### src/rtl/csa_resolve_if.sv
// rtl/csa_resolve_if.sv - carry-save pair in / binary result out handshake bundle
interface csa_resolve_if #(
    parameter int SIZE = 16
);
    logic             in_valid;
    logic             in_ready;
    logic [SIZE-1:0]  in_sum;
    logic [SIZE-1:0]  in_cout;
    logic             out_valid;
    logic             out_ready;
    logic [SIZE+1:0]  out_result;

    modport master (
        output in_valid, in_sum, in_cout, out_ready,
        input  in_ready, out_valid, out_result
    );

    modport slave (
        input  in_valid, in_sum, in_cout, out_ready,
        output in_ready, out_valid, out_result
    );
endinterface

### src/rtl/csa_resolve.sv
// rtl/csa_resolve.sv - CHUNK-bits-per-clock carry-propagate resolver of a carry-save pair
// Optional early termination on all-zero remainder: define CSA_RESOLVE_EARLY_EN.
module csa_resolve #(
    parameter int SIZE  = 16,
    parameter int CHUNK = 4
) (
    input  logic          clk,
    input  logic          rst_n,
    csa_resolve_if.slave  bus
);
    localparam int NCH = (SIZE + 1 + CHUNK - 1) / CHUNK;
    localparam int W   = NCH * CHUNK;
    localparam int KW  = (NCH > 1) ? $clog2(NCH) : 1;

    typedef enum logic [1:0] {IDLE, RUN, DONE} state_t;

    state_t           state;
    logic [W-1:0]     a_sh;
    logic [W-1:0]     b_sh;
    logic             carry;
    logic [KW-1:0]    k;
    logic [SIZE+1:0]  res;
    logic             in_ready_r;
    logic             out_valid_r;

    logic             c_nxt;
    logic [CHUNK-1:0] r_nxt;
    logic [W+1:0]     res_upd;
    logic             finish;
    logic             unused_hi;

    always_comb begin
        {c_nxt, r_nxt} = {1'b0, a_sh[CHUNK-1:0]} + {1'b0, b_sh[CHUNK-1:0]}
                       + {{CHUNK{1'b0}}, carry};
        res_upd = (W + 2)'(res);
        res_upd[int'(k) * CHUNK +: CHUNK] = r_nxt;
        finish = (k == KW'(NCH - 1));
        // The final carry lands at bit W; only bits up to SIZE+1 are kept.
        if (finish) begin
            res_upd[W] = c_nxt;
        end
`ifdef CSA_RESOLVE_EARLY_EN
        if (!c_nxt && ((a_sh >> CHUNK) == '0) && ((b_sh >> CHUNK) == '0)) begin
            finish = 1'b1;
            for (int i = 0; i < W + 2; i++) begin
                if (i >= (int'(k) + 1) * CHUNK) begin
                    res_upd[i] = 1'b0;
                end
            end
        end
`endif
        unused_hi = ^res_upd[W+1:SIZE+2];
    end

    always_ff @(posedge clk or negedge rst_n) begin
        if (!rst_n) begin
            state       <= IDLE;
            a_sh        <= '0;
            b_sh        <= '0;
            carry       <= 1'b0;
            k           <= '0;
            res         <= '0;
            in_ready_r  <= 1'b1;
            out_valid_r <= 1'b0;
        end else begin
            case (state)
                IDLE: begin
                    if (bus.in_valid) begin
                        a_sh       <= W'({bus.in_sum[SIZE-1], bus.in_sum});
                        b_sh       <= W'({bus.in_cout, 1'b0});
                        carry      <= 1'b0;
                        k          <= '0;
                        in_ready_r <= 1'b0;
                        state      <= RUN;
                    end
                end
                RUN: begin
                    res   <= res_upd[SIZE+1:0];
                    carry <= c_nxt;
                    k     <= k + 1'b1;
                    a_sh  <= a_sh >> CHUNK;
                    b_sh  <= b_sh >> CHUNK;
                    if (finish) begin
                        out_valid_r <= 1'b1;
                        state       <= DONE;
                    end
                end
                DONE: begin
                    if (bus.out_ready) begin
                        out_valid_r <= 1'b0;
                        in_ready_r  <= 1'b1;
                        state       <= IDLE;
                    end
                end
                default: state <= IDLE;
            endcase
        end
    end

    assign bus.in_ready   = in_ready_r;
    assign bus.out_valid  = out_valid_r;
    assign bus.out_result = res;
endmodule

### src/flat_wrapper.sv
// flat-port wrapper written by rule: the top's interface ports become plain ports
module csa_resolve_flat 
#(
    parameter int SIZE  = 16,
    parameter int CHUNK = 4
)
  (clk, rst_n, bus_in_valid, bus_in_sum, bus_in_cout, bus_out_ready, bus_in_ready, bus_out_valid, bus_out_result);
  csa_resolve_if #(.SIZE(SIZE)) bus_i ();
  input  logic clk;
  input  logic rst_n;
  input wire logic [$bits(bus_i.in_valid)-1:0] bus_in_valid;
  input wire logic [$bits(bus_i.in_sum)-1:0] bus_in_sum;
  input wire logic [$bits(bus_i.in_cout)-1:0] bus_in_cout;
  input wire logic [$bits(bus_i.out_ready)-1:0] bus_out_ready;
  output wire logic [$bits(bus_i.in_ready)-1:0] bus_in_ready;
  output wire logic [$bits(bus_i.out_valid)-1:0] bus_out_valid;
  output wire logic [$bits(bus_i.out_result)-1:0] bus_out_result;
  assign bus_i.in_valid = bus_in_valid;
  assign bus_i.in_sum = bus_in_sum;
  assign bus_i.in_cout = bus_in_cout;
  assign bus_i.out_ready = bus_out_ready;
  assign bus_in_ready = bus_i.in_ready;
  assign bus_out_valid = bus_i.out_valid;
  assign bus_out_result = bus_i.out_result;
  csa_resolve #(.SIZE(SIZE), .CHUNK(CHUNK)) u_core (.clk(clk), .rst_n(rst_n), .bus(bus_i));
endmodule
### config.mk
export PLATFORM = sky130hd
export DESIGN_NAME = csa_resolve_flat
export DESIGN_NICKNAME = d
export VERILOG_FILES = /design/src/rtl/csa_resolve_if.sv /design/src/rtl/csa_resolve.sv /design/src/flat_wrapper.sv
export SDC_FILE = /design/constraint.sdc
export NUM_CORES = 1
export LEC_CHECK = 0
export CORE_ASPECT_RATIO = 1.25
export CORE_MARGIN = 4
export CORE_UTILIZATION = 30
export DETAILED_ROUTE_END_ITERATION = 10
export SLEW_MARGIN = 20
export SYNTH_ARGS = -nofsm -noshare
export SYNTH_HDL_FRONTEND = slang
export SYNTH_SLANG_ARGS = --single-unit
export TNS_END_PERCENT = 30
### constraint.sdc
create_clock -name clk -period 2.7 [get_ports clk]
set_input_delay 0.675 -clock clk [delete_from_list [all_inputs] [get_ports clk]]
set_output_delay 0.675 -clock clk [all_outputs]
set_load 0.05 [all_outputs]
## After elaboration in Yosys (flattened, before gate mapping)

Cells that the tools add are included.

| storage, ports and cells | value |
|---|---|
| register bits after elaboration | 66 |
| input bits | 36 |
| output and inout bits | 20 |
| logic and storage cells | 46 |

| operators by class | value |
|---|---|
| add/sub/neg operators | 4 |
| equal/unequal tests | 6 |
| shift-type cells | 2 |
| muxes and demuxes | 18 |
| reductions and logical operators | 8 |

Operators with widths:

| cell | count |
|---|---|
| case mux 20 bit (2 select lines) | 2 |
| two-way mux 20 bit | 2 |
| negator 5 -> 33 bit | 1 |
| variable shift 4 x 33 -> 22 bit, first input constant | 1 |
| indexed part select 4 x 33 -> 22 bit | 1 |
| bitwise mux 22 bit | 1 |
| AND reduction 3 bit | 3 |
| two-way mux 2 bit | 3 |
| case mux 1 bit (2 select lines) | 3 |
| case mux 2 bit (3 select lines) | 1 |
| case mux 3 bit (2 select lines) | 1 |
| nonzero test 2 bit | 3 |
| adder 4 x 4 -> 5 bit | 1 |
| adder 5 x 1 -> 5 bit | 1 |
| two-way mux 1 bit | 4 |
| inequality test 2 bit, second input constant | 2 |
| adder 3 x 1 -> 3 bit, second input constant | 1 |
| == test 3 bit, second input constant | 1 |
| two-way mux 3 bit | 1 |
| == test 2 x 1 -> 1 bit, second input constant | 1 |
| == test 2 bit, second input constant | 1 |
| zero test 2 bit | 1 |
| inequality test 2 x 1 -> 1 bit, second input constant | 1 |
| AND reduction 2 bit | 1 |

## Longest topological paths before layout

Gate-level depths: netlist of the first run.

| logic depth | value |
|---|---|
| depth in word-level cells | 4 |
| gate-level depth with buffers | 6 |
| depth with buffers taken out | 6 |

## Worst setup path before layout of the first run

No wires, ideal clock.

| timing | value |
|---|---|
| path kind | flip-flop to flip-flop |
| start point | register u_core.k[0] |
| end point | register u_core.res[16] (netlist: u_core.bus.out_result[16]) |
| setup time | 0.128 ns |
| data arrival time | 1.864 ns |
| required time | 2.572 ns |
| setup slack | 0.708 ns |
| stages on the path, launching flop included | 7 |
| path buffers | 0 |
| clock period less this slack | 1.992 ns |
| cell sequence | dfrtp_1 -> inv_1 -> ha_1 -> ha_1 -> and4bb_1 -> or3b_1 -> mux2_1 |

| between the ends | value |
|---|---|
| longest elaborated chain between the ends | 3 |
| elaborated cells on any way between the ends | 4 |
| classes of those cells | add/sub (1); shift (2); mux (1) |

Ends and longest elaborated chain:

| element | RTL line | text |
|---|---|---|
| start: declaration | csa_resolve.sv:21 | `logic [KW-1:0] k;` |
| start signal: assignment | csa_resolve.sv:80 | `k <= k + 1'b1;` |
| negator 5 -> 33 bit * | csa_resolve.sv:36 | `res_upd[int'(k) * CHUNK +: CHUNK] = r_nxt;` |
| indexed part select 4 x 33 -> 22 bit or variable shift 4 x 33 -> 22 bit (tied branches) | csa_resolve.sv:36 |  |
| bitwise mux 22 bit * | csa_resolve.sv:36 |  |
| end signal: assignment | csa_resolve.sv:78 | `res <= res_upd[SIZE+1:0];` |
| end: declaration | csa_resolve.sv:22 | `logic [SIZE+1:0] res;` |

Mark *: on every way between the ends. The rest lies on a longest branch, timed or not.
A chain may end at the register's enable or synchronous reset.

## Worst setup path after layout of the first run

| timing | value |
|---|---|
| start point | register u_core.in_ready_r (netlist: u_core.bus.in_ready) |
| end point | output bus_in_ready |

RTL lines:

| element | RTL line | text |
|---|---|---|
| start: declaration | csa_resolve.sv:23 | `logic in_ready_r;` |
| start signal: assignment | csa_resolve.sv:63 | `in_ready_r <= 1'b1;` |
| start signal: assignment | csa_resolve.sv:73 | `in_ready_r <= 1'b0;` |
| start signal: assignment | csa_resolve.sv:91 | `in_ready_r <= 1'b1;` |
| end: declaration | flat_wrapper.sv:15 | `output wire logic [$bits(bus_i.in_ready)-1:0] bus_in_ready;` |

No word-level cell between the ends.

==> metrics.txt, run 1 <==
Synthesized Nets=a little over 300; P_leak=1.71 nW; Num CTS Buffers=9; commonest non-fill, non-tap cell in the layout=dfrtp_1; RSZ-0062 raised after global routing=no; reg-to-reg endpoint=u_core.bus.out_result[17]; port bufs=55; Hold Vio Cnt, Final=0; CP bufs+invs=1; worst reg2reg setup slack=510 ps; CP Launch Point=u_core.bus.in_ready; Crit. End Element=output pin; Hold Crit Class=in -> async; vias per cell=4.63; CTS sink cnt=59; Core ar.=9130 µm²; initial core utilization=30.7%; synth warn=0; CP top delay family=buffers and inverters; Final HPWL DP=4700 µm; vias in the first global route=2028; Overall Global Routing Usage=12.4%; WL/cell=14.3 µm; Layout Nets=362; drt pass-1 iters=4; pin count of the biggest net entering global routing=35; Slowest cell on crit path=clkdlybuf4s50_1; Area Growth Syn to Fin=38.0%; Clk Latency, worst-skew pair=320 ps; Async SR Flop Fraction=between 90% and 100%; total of max-cap violations=0; DR WL met2=3120 µm; Worst path max stage delay=800 ps; Netlist Area Pre-Place=2800 µm²; most frequent cells in the layout=dfrtp_1 (58), clkdlybuf4s50_1 (54), nand2_1 (38), o21ai_0 (37), mux2i_1 (24); worst path required time=2030 ps; gpl congestion=0.776; cells along the critical path=clkdlybuf4s50_1; post-CTS sizing=0; Setup crit start kind=flip-flop; Clock Skew=7.30 ps; Top Metal Used=met4; total global routing overflow=0; detailed route wirelength on metal3=around 390 µm; CTS tree=done; cts hold-fix bufs=0; DIE HEIGHT=116 µm; Slew HR=53.3%; post-route design area=3870 µm²; first-pass GRT wire length=10200 µm; TNS Setup=0 ps; antenna diode count=0; maximum clock insertion buffer count=2; Antenna Violating Nets Remaining=0; post-layout min period=approximately 2300 ps; Yosys reg bits=59; critical path depth=1; peak supply drop=0.511 mV; initial antenna violation count=0; WS Path Type=reg -> out; 1st-iter DRT viols=99; Row Count=39; Routed WL=6350 µm; reg2reg start=u_core.k[0]; routed vias=2061; clk slew on worst S/H paths=approximately 50 ps; Top Ports=56; wl on met1=approximately 2700 µm; library cells used by synthesis=38; # setup viols final=0; DP Area=around 3500 µm²; post-CTS setup buffers=0; clk root buf=clkbuf_16; status=completed; fmax=0.427 GHz; Syn Inst Count=260; DIE AREA=11000 µm²; Synth Area per Inst=approximately 11 µm²; Synth Flop Type=dfrtp_1; critical path arrival=1670 ps; sequential share of the synthesized area=52.7%; pins over their slew limit=0; Final Cycle Share=86.8%; FF-to-FF path depth=6; worst-margin pin slew=701 ps; Worst setup endpoint=bus_in_ready; Core Util, Final=42.4%; DRC=0; layout cells sized above 1=11.8%; number of synthesized flops with an enable pin=0; DIE WIDTH=between 90 and 100 µm; PD cells=~1300 nW/µm²; crit path max fanout=3; H-tree depth=3
Yosys cell counts, drive strengths merged, types with 2 or more instances:
master | instances | share of area, %
mux2i | 24 | 8.6
fa | 2 | 1.4
a21oi | 14 | 2.5
clkbuf | 9 | 1.2
o2bb2ai | 2 | 0.63
dfrtp | 58 | 52
o21ai | 37 | 6.6
nor2 | 7 | 0.94
ha | 7 | 3.1
nor2b | 12 | 2.7
nand2b | 4 | 0.89
buf | 5 | 1.3
mux2 | 14 | 5.6
nand2 | 38 | 5.1
a22o | 2 | 0.63
o31ai | 2 | 0.54
inv | 5 | 0.67
layout make-up:
class	instances	area, µm²
multi-input combinational	182	1250
clock buffer	11	243
inverter	5	18.8
sequential	59	1480
tap	123	154
clock inverter	5	100
fill	887	5260
timing repair buffer	60	621
metrics by stage:
stage          setup WS [ps]  instances  hold slack [ps]  total power, W
6_report                 357        445              361         0.00515
5_1_grt                  317        445              417         0.00550
4_1_cts                  343        445              390         0.00523
3_5_place_dp             501        429              470         0.00391
3_3_place_gp             587        429              464         0.00385
2_1_floorplan            708        260              379         0.00314
worst min-delay path by stage:
stage	startpoint	endpoint	slack (ps)	cells past startpoint
3_5_place_dp	u_core.b_sh[8]	u_core.b_sh[8]	470	2
6_report	rst_n	u_core.bus.out_result[0]	360	1
4_1_cts	rst_n	u_core.bus.out_result[15]	390	1
3_3_place_gp	u_core.b_sh[4]	u_core.b_sh[4]	460	2
2_1_floorplan	rst_n	u_core.a_sh[0]	380	0
5_1_grt	rst_n	u_core.bus.out_result[0]	420	1
power by group:
group	leakage [nW]	switching, W	internal [W]
Combinational	0.788	0.00133	0.000972
Clock	0.169	0.000383	0.000922
Sequential	0.747	0.000286	0.00126
registers in the layout, indices dropped and copies added (netlist names):
register / count
u_core.k: 3
u_core.a_sh: 16
u_core.state: 2
u_core.bus.in_ready: 1
u_core.bus.out_result: 18
u_core.carry: 1
u_core.bus.out_valid: 1
u_core.b_sh: 17
cell families after synthesis:
group	count (synthesis)	share of synthesized area (%)
AND/OR/NAND/NOR	68	11.6
AO/OA/AOI/OAI	66	13.4
flip-flops	59	52.7
multiplexers	38	14.2
buffers and inverters	19	3.17
adder cells (fa/ha/maj)	9	4.55
XOR/XNOR	1	0.313
layer usage:
layer	vias to the layer above	track usage, %
li1	1025	-
met3	8	3.90
met4	0	5.20
met1	978	15.6
met2	50	19.8
met5	-	0
No activity file was read; power rests on OpenSTA's default activity.
==> run 2: changes to the inputs <==
SKIP_CTS_REPAIR_TIMING = 1   (was not set)
clock period = 1.9 ns   (was 2.7 ns; I/O delays follow)
==> run 2 against run 1 <==
- count of clock-buffer cells in the layout did not move
- hold slack got worse by 220 ps
- utilization rose by 0.38 points
- clock skew fell by 1.2 ps
- non-clock buffer count rose by 10
- critical endpoint is now u_core.bus.out_result[17]
==> metrics.txt, run 2 (synthesis results as in run 1) <==
status=completed (unchanged); clk root buf=clkbuf_16 (unchanged); H-tree depth=3 (unchanged); WS Path Type=reg -> reg (was reg -> out); Non-Filler Instances=455 (was 445); reg-to-reg endpoint=u_core.bus.out_result[17] (unchanged); pre-CTS WS=14.1 ps (was 501 ps); vias in the first global route=2235 (was 2028); CTS sink cnt=59 (unchanged); Crit. End Element=flip-flop (was output pin); # setup viols final=0 (unchanged); layout cells sized above 1=23.2% (was 11.8%); Num CTS Buffers=9 (unchanged); Overall Global Routing Usage=12.8% (was 12.4%); worst-margin pin slew=416 ps (was 701 ps); Slew HR=71.9% (was 53.3%); antenna diode count=0 (unchanged); post-layout min period=1880 ps; peak supply drop=0.657 mV (was 0.511 mV); critical path arrival=2090 ps (was 1670 ps); total global routing overflow=0 (unchanged); dpl cells=439 (was 429); RSZ-0062 raised after global routing=yes (was no); DIE WIDTH=94.5 µm (unchanged); Top Ports=56 (unchanged); Setup crit start kind=flip-flop (unchanged); initial antenna violation count=0 (unchanged); vias per cell=4.66 (was 4.63); CP Launch Point=u_core.k[1] (was u_core.bus.in_ready); max reg flops=18 (unchanged); DRC=0 (unchanged); drt pass-1 iters=4 (unchanged); Row Count=39 (unchanged); DIE HEIGHT=116 µm (unchanged); TNS Setup=0 ps (unchanged); Layout Nets=372 (was 362); Routed WL=6290 µm (was 6350 µm); pin count of the biggest net entering global routing=60 (was 35); crit path max fanout=3 (unchanged); Area Growth Syn to Fin=39.3% (was 38.0%); Clock Skew=6.10 ps (was 7.30 ps); total of max-cap violations=0 (unchanged); Hold Vio Cnt, Final=0 (unchanged); P_leak=1.77 nW (was 1.71 nW); Final Cycle Share=99.1%; M2 GR Usage=21.2% (was 19.8%); global routing usage on met1=15.6% (about the same); Clk Latency, worst-skew pair=330 ps (was 320 ps); worst reg2reg setup slack=20 ps (was 510 ps); Core ar.=9130 µm² (unchanged); routed vias=2120 (was 2061); maximum clock insertion buffer count=2 (unchanged); PD cells=1870 nW/µm² (was 1330 nW/µm²); worst path required time=2110 ps (was 2030 ps); gpl congestion=0.769 (was 0.776); WL/cell=13.8 µm (was 14.3 µm); reg2reg start=u_core.k[1] (was u_core.k[0]); initial core utilization=30.7% (unchanged); Tot Pwr=0.00729 W (was 0.00515 W); layer with the highest usage=met2 (unchanged); Hold Worst Slack=136 ps (was 361 ps); Filler Cell Count=894 (was 887); Antenna Violating Nets Remaining=0 (unchanged); Worst setup endpoint=u_core.bus.out_result[17] (was bus_in_ready); commonest non-fill, non-tap cell in the layout=dfrtp_1 (unchanged); CTS tree=done (unchanged); clk slew on worst S/H paths=50 ps (about the same); port bufs=55 (unchanged); most frequent cells in the layout=dfrtp_1 (58), nand2_1 (38), o21ai_0 (37), clkdlybuf4s50_1 (34), buf_4 (31) (was dfrtp_1 (58), clkdlybuf4s50_1 (54), nand2_1 (38), o21ai_0 (37), mux2i_1 (24)); Final HPWL DP=4710 µm (was 4700 µm); Hold Crit Class=in -> async (unchanged); first-pass GRT wire length=10800 µm (was 10200 µm); slack of the critical path=17.3 ps (was 357 ps); fmax=approximately 0.53 GHz; 1st-iter DRT viols=62 (was 99); GRT met3 Usage=4.61% (was 3.90%); FF-to-FF path depth=6 (unchanged); DIE AREA=11000 µm² (unchanged); pins over their slew limit=0 (unchanged)
[run 2: per-stage QoR]
stage          cell area (µm²)  utilization, %
3_3_place_gp              3600            39.5
3_5_place_dp              3600            39.5
4_1_cts                   3900            42.7
2_1_floorplan             2840               -
6_report                  3900            42.8
5_1_grt                   3900            42.8
[run 2: cell type report]
cell class                 count  area, µm²  area share, %
sequential                    59       1480           37.9
timing repair buffer          70        658           16.9
clock inverter                 5       52.6           1.35
inverter                       5       18.8          0.481
clock buffer                  11        243           6.22
tap                          123        154           3.94
multi-input combinational    182       1300           33.3
[run 2: metal layers]
| metal | wire, µm | vias up | part of all wire (%) |
|---|---|---|---|
| li1 | - | 1043 | - |
| met1 | 2710 | 1017 | 43 |
| met2 | 3190 | 55 | 51 |
| met3 | 327 | 5 | 5.2 |
| met4 | 65 | 0 | 1.0 |
| met5 | 0 | - | 0 |
[run 2: critical path, stage by stage, from the launching register on]
cell,delay [ps]
dfrtp_1,360
inv_2,50
ha_4,160
ha_4,260
and4bb_1,220
or3b_4,410
mux2_4,300
[run 2: how the worst min path moves through the flow]
stage	start	endpoint	slack, ps	cells after the start
after detailed placement	u_core.a_sh[9]	u_core.a_sh[9]	470	2
after floorplan	rst_n	u_core.a_sh[0]	180	0
final	rst_n	u_core.bus.out_result[13]	140	2
after global placement	u_core.a_sh[8]	u_core.a_sh[8]	460	2
after CTS	rst_n	u_core.bus.out_result[13]	160	2
after global routing	rst_n	u_core.bus.out_result[13]	170	2
[run 2: report_power, final]
group	internal, W	switching [W]	total, W
registers	0.00180	0.000326	0.00212
clock network	0.00104	0.000557	0.00160
logic	0.00154	0.00203	0.00357
total	0.00438	0.00291	0.00729
==> run 3: changes to the inputs <==
PLACE_DENSITY = 0.59   (was not set)
==> run 3 against run 2 <==
- combinational power about the same
- utilization is 0.41 points higher
- critical path depth stayed put
- hold slack better by 25 ps
- via count decreased by 2.7%
- critical endpoint is now u_core.bus.out_result[16]
- fmax grew 0.36%
- highest routed layer unchanged
- wire length increased by 0.22%
==> metrics.txt, run 3 (synthesis results as in run 1) <==
port bufs=55 (unchanged); drt pass-1 iters=4 (unchanged); status=completed (unchanged); DIE WIDTH=94.5 µm (unchanged); clk slew on worst S/H paths=50 ps (about the same); pins over their slew limit=0 (unchanged); commonest non-fill, non-tap cell in the layout=dfrtp_1 (unchanged); peak supply drop=0.699 mV (was 0.657 mV); Routed WL=6310 µm (was 6290 µm); Worst setup endpoint=u_core.bus.out_result[16] (was u_core.bus.out_result[17]); DIE AREA=11000 µm² (unchanged); CP bufs+invs=1 (unchanged); first-pass GRT wire length=10500 µm (was 10800 µm); most frequent cells in the layout=dfrtp_1 (58), nand2_1 (38), o21ai_0 (37), clkdlybuf4s50_1 (34), buf_4 (32) (was dfrtp_1 (58), nand2_1 (38), o21ai_0 (37), clkdlybuf4s50_1 (34), buf_4 (31)); post-route design area=3940 µm² (was 3900 µm²); total global routing overflow=0 (unchanged); Slowest cell on crit path=or3b_4 (unchanged); Layout Nets=372 (unchanged); WL/cell=13.9 µm (was 13.8 µm); sw frac=39.1% (was 40.0%); fmax=0.533 GHz (was 0.531 GHz); critical path depth=6 (unchanged); Top Ports=56 (unchanged); maximum clock insertion buffer count=2 (unchanged); Final Cycle Share=98.7% (was 99.1%); clk root buf=clkbuf_16 (unchanged); Slew HR=75.6% (was 71.9%); Worst path max stage delay=410 ps (about the same); worst-margin pin slew=365 ps (was 416 ps); CP top delay family=simple AND/OR/NAND/NOR gates (unchanged); P_leak=1.79 nW (was 1.77 nW); layout cells sized above 1=24.1% (was 23.2%); pre-CTS WS=-31.2 ps (was 14.1 ps); CTS sink cnt=59 (unchanged); RSZ-0062 raised after global routing=yes (unchanged); PD cells=1900 nW/µm² (was 1870 nW/µm²); Clock Skew=6.01 ps (was 6.10 ps); Area Growth Syn to Fin=40.6% (was 39.3%); crit path max fanout=3 (unchanged); DRC=0 (unchanged); routed vias=2063 (was 2120); DP Area=3580 µm² (was 3600 µm²); total of max-cap violations=0 (unchanged); Crit. End Element=flip-flop (unchanged); initial core utilization=30.7% (unchanged); Setup crit start kind=flip-flop (unchanged); clock share of power=23.5% (was 21.9%); antenna diode count=0 (unchanged); Num CTS Buffers=9 (unchanged); worst path required time=2100 ps (was 2110 ps); Overall Global Routing Usage=12.3% (was 12.8%); max reg flops=18 (unchanged); # setup viols final=0 (unchanged); post-layout min period=1880 ps (about the same); Antenna Violating Nets Remaining=0 (unchanged); slack of the critical path=24.1 ps (was 17.3 ps); vias per cell=4.53 (was 4.66); vias in the first global route=2180 (was 2235); CTS tree=done (unchanged); H-tree depth=3 (unchanged); Tot Pwr=0.00749 W (was 0.00729 W); Final HPWL DP=4620 µm (was 4710 µm); worst reg2reg setup slack=20 ps (about the same); Crit path top cell by count=ha_4 (unchanged); critical path arrival=2070 ps (was 2090 ps); DIE HEIGHT=116 µm (unchanged); Clk Latency, worst-skew pair=320 ps (was 330 ps); reg2reg start=u_core.k[0] (was u_core.k[1]); Seq pwr share=28.5% (was 29.1%); gpl congestion=0.748 (was 0.769); Core ar.=9130 µm² (unchanged); pin count of the biggest net entering global routing=60 (unchanged); Hold Vio Cnt, Final=0 (unchanged); cells along the critical path=inv_2, ha_4, ha_4, and4bb_1, or3b_4, mux2_4 (unchanged); CP Launch Point=u_core.k[0] (was u_core.k[1]); reg-to-reg endpoint=u_core.bus.out_result[16] (was u_core.bus.out_result[17]); P_int=0.00456 W (was 0.00438 W); WS Path Type=reg -> reg (unchanged); Hold Crit Class=in -> async (unchanged); initial antenna violation count=0 (unchanged); total net switching power=0.00293 W (was 0.00291 W); 1st-iter DRT viols=54 (was 62); FF-to-FF path depth=6 (unchanged); Row Count=39 (unchanged); Comb pwr share=48.1% (was 48.9%)
run 3: changes by cell type in the layout (fill, tap and decap cells not counted):
cell / change
clkinv_2: -2
buf_12: -1
buf_4: +1
bufinv_16: +1
clkbuf_8: +1
fa_1: -1
fa_2: +1
nor4b_1: -1
nor4b_2: +1
o41ai_1: -1
o41ai_2: +1
run 3: metrics by stage:
stage / TNS, ps / utilization (%) / hold slack (ps) / std cells
after floorplan: -29.5 / - / 179 / 260
after global placement: 0 / 39.3 / 463 / 438
after detailed placement: -87.9 / 39.3 / 470 / 438
after CTS: -123 / 42.9 / 170 / 454
after global routing: -54.2 / 43.2 / 185 / 455
final: 0 / 43.2 / 162 / 455
run 3: final cells by class:
cell class | count | area [µm²]
clock inverter | 4 | 72.6
tap | 123 | 154
sequential | 59 | 1480
inverter | 5 | 18.8
multi-input combinational | 182 | 1320
timing repair buffer | 70 | 646
clock buffer | 12 | 256
fill | 871 | 5180
run 3: worst min path at each step:
stage                                 to  slack, ps  depth (start not counted)
3_3_place_gp              u_core.a_sh[8]        460                          2
5_1_grt         u_core.bus.out_result[5]        180                          2
2_1_floorplan             u_core.a_sh[0]        180                          0
3_5_place_dp              u_core.b_sh[6]        470                          2
6_report       u_core.bus.out_result[11]        160                          2
4_1_cts         u_core.bus.out_result[9]        170                          2
run 3: per-layer routing:
layer | wire length [µm] | track usage [%]
met1 | 2890 | 15.5
met4 | 42 | 4.04
met5 | 0 | 0
met2 | 3060 | 20.5
met3 | 311 | 3.51
run 3: power by group through the flow:
stage / Combinational [W] / Clock (W) / Sequential [W]
after floorplan: 0.00184 / 0 / 0.00273
after global placement: 0.00348 / 0 / 0.00214
after detailed placement: 0.00355 / 0 / 0.00216
after CTS: 0.00356 / 0.00180 / 0.00214
after global routing: 0.00394 / 0.00187 / 0.00221
final: 0.00360 / 0.00176 / 0.00213
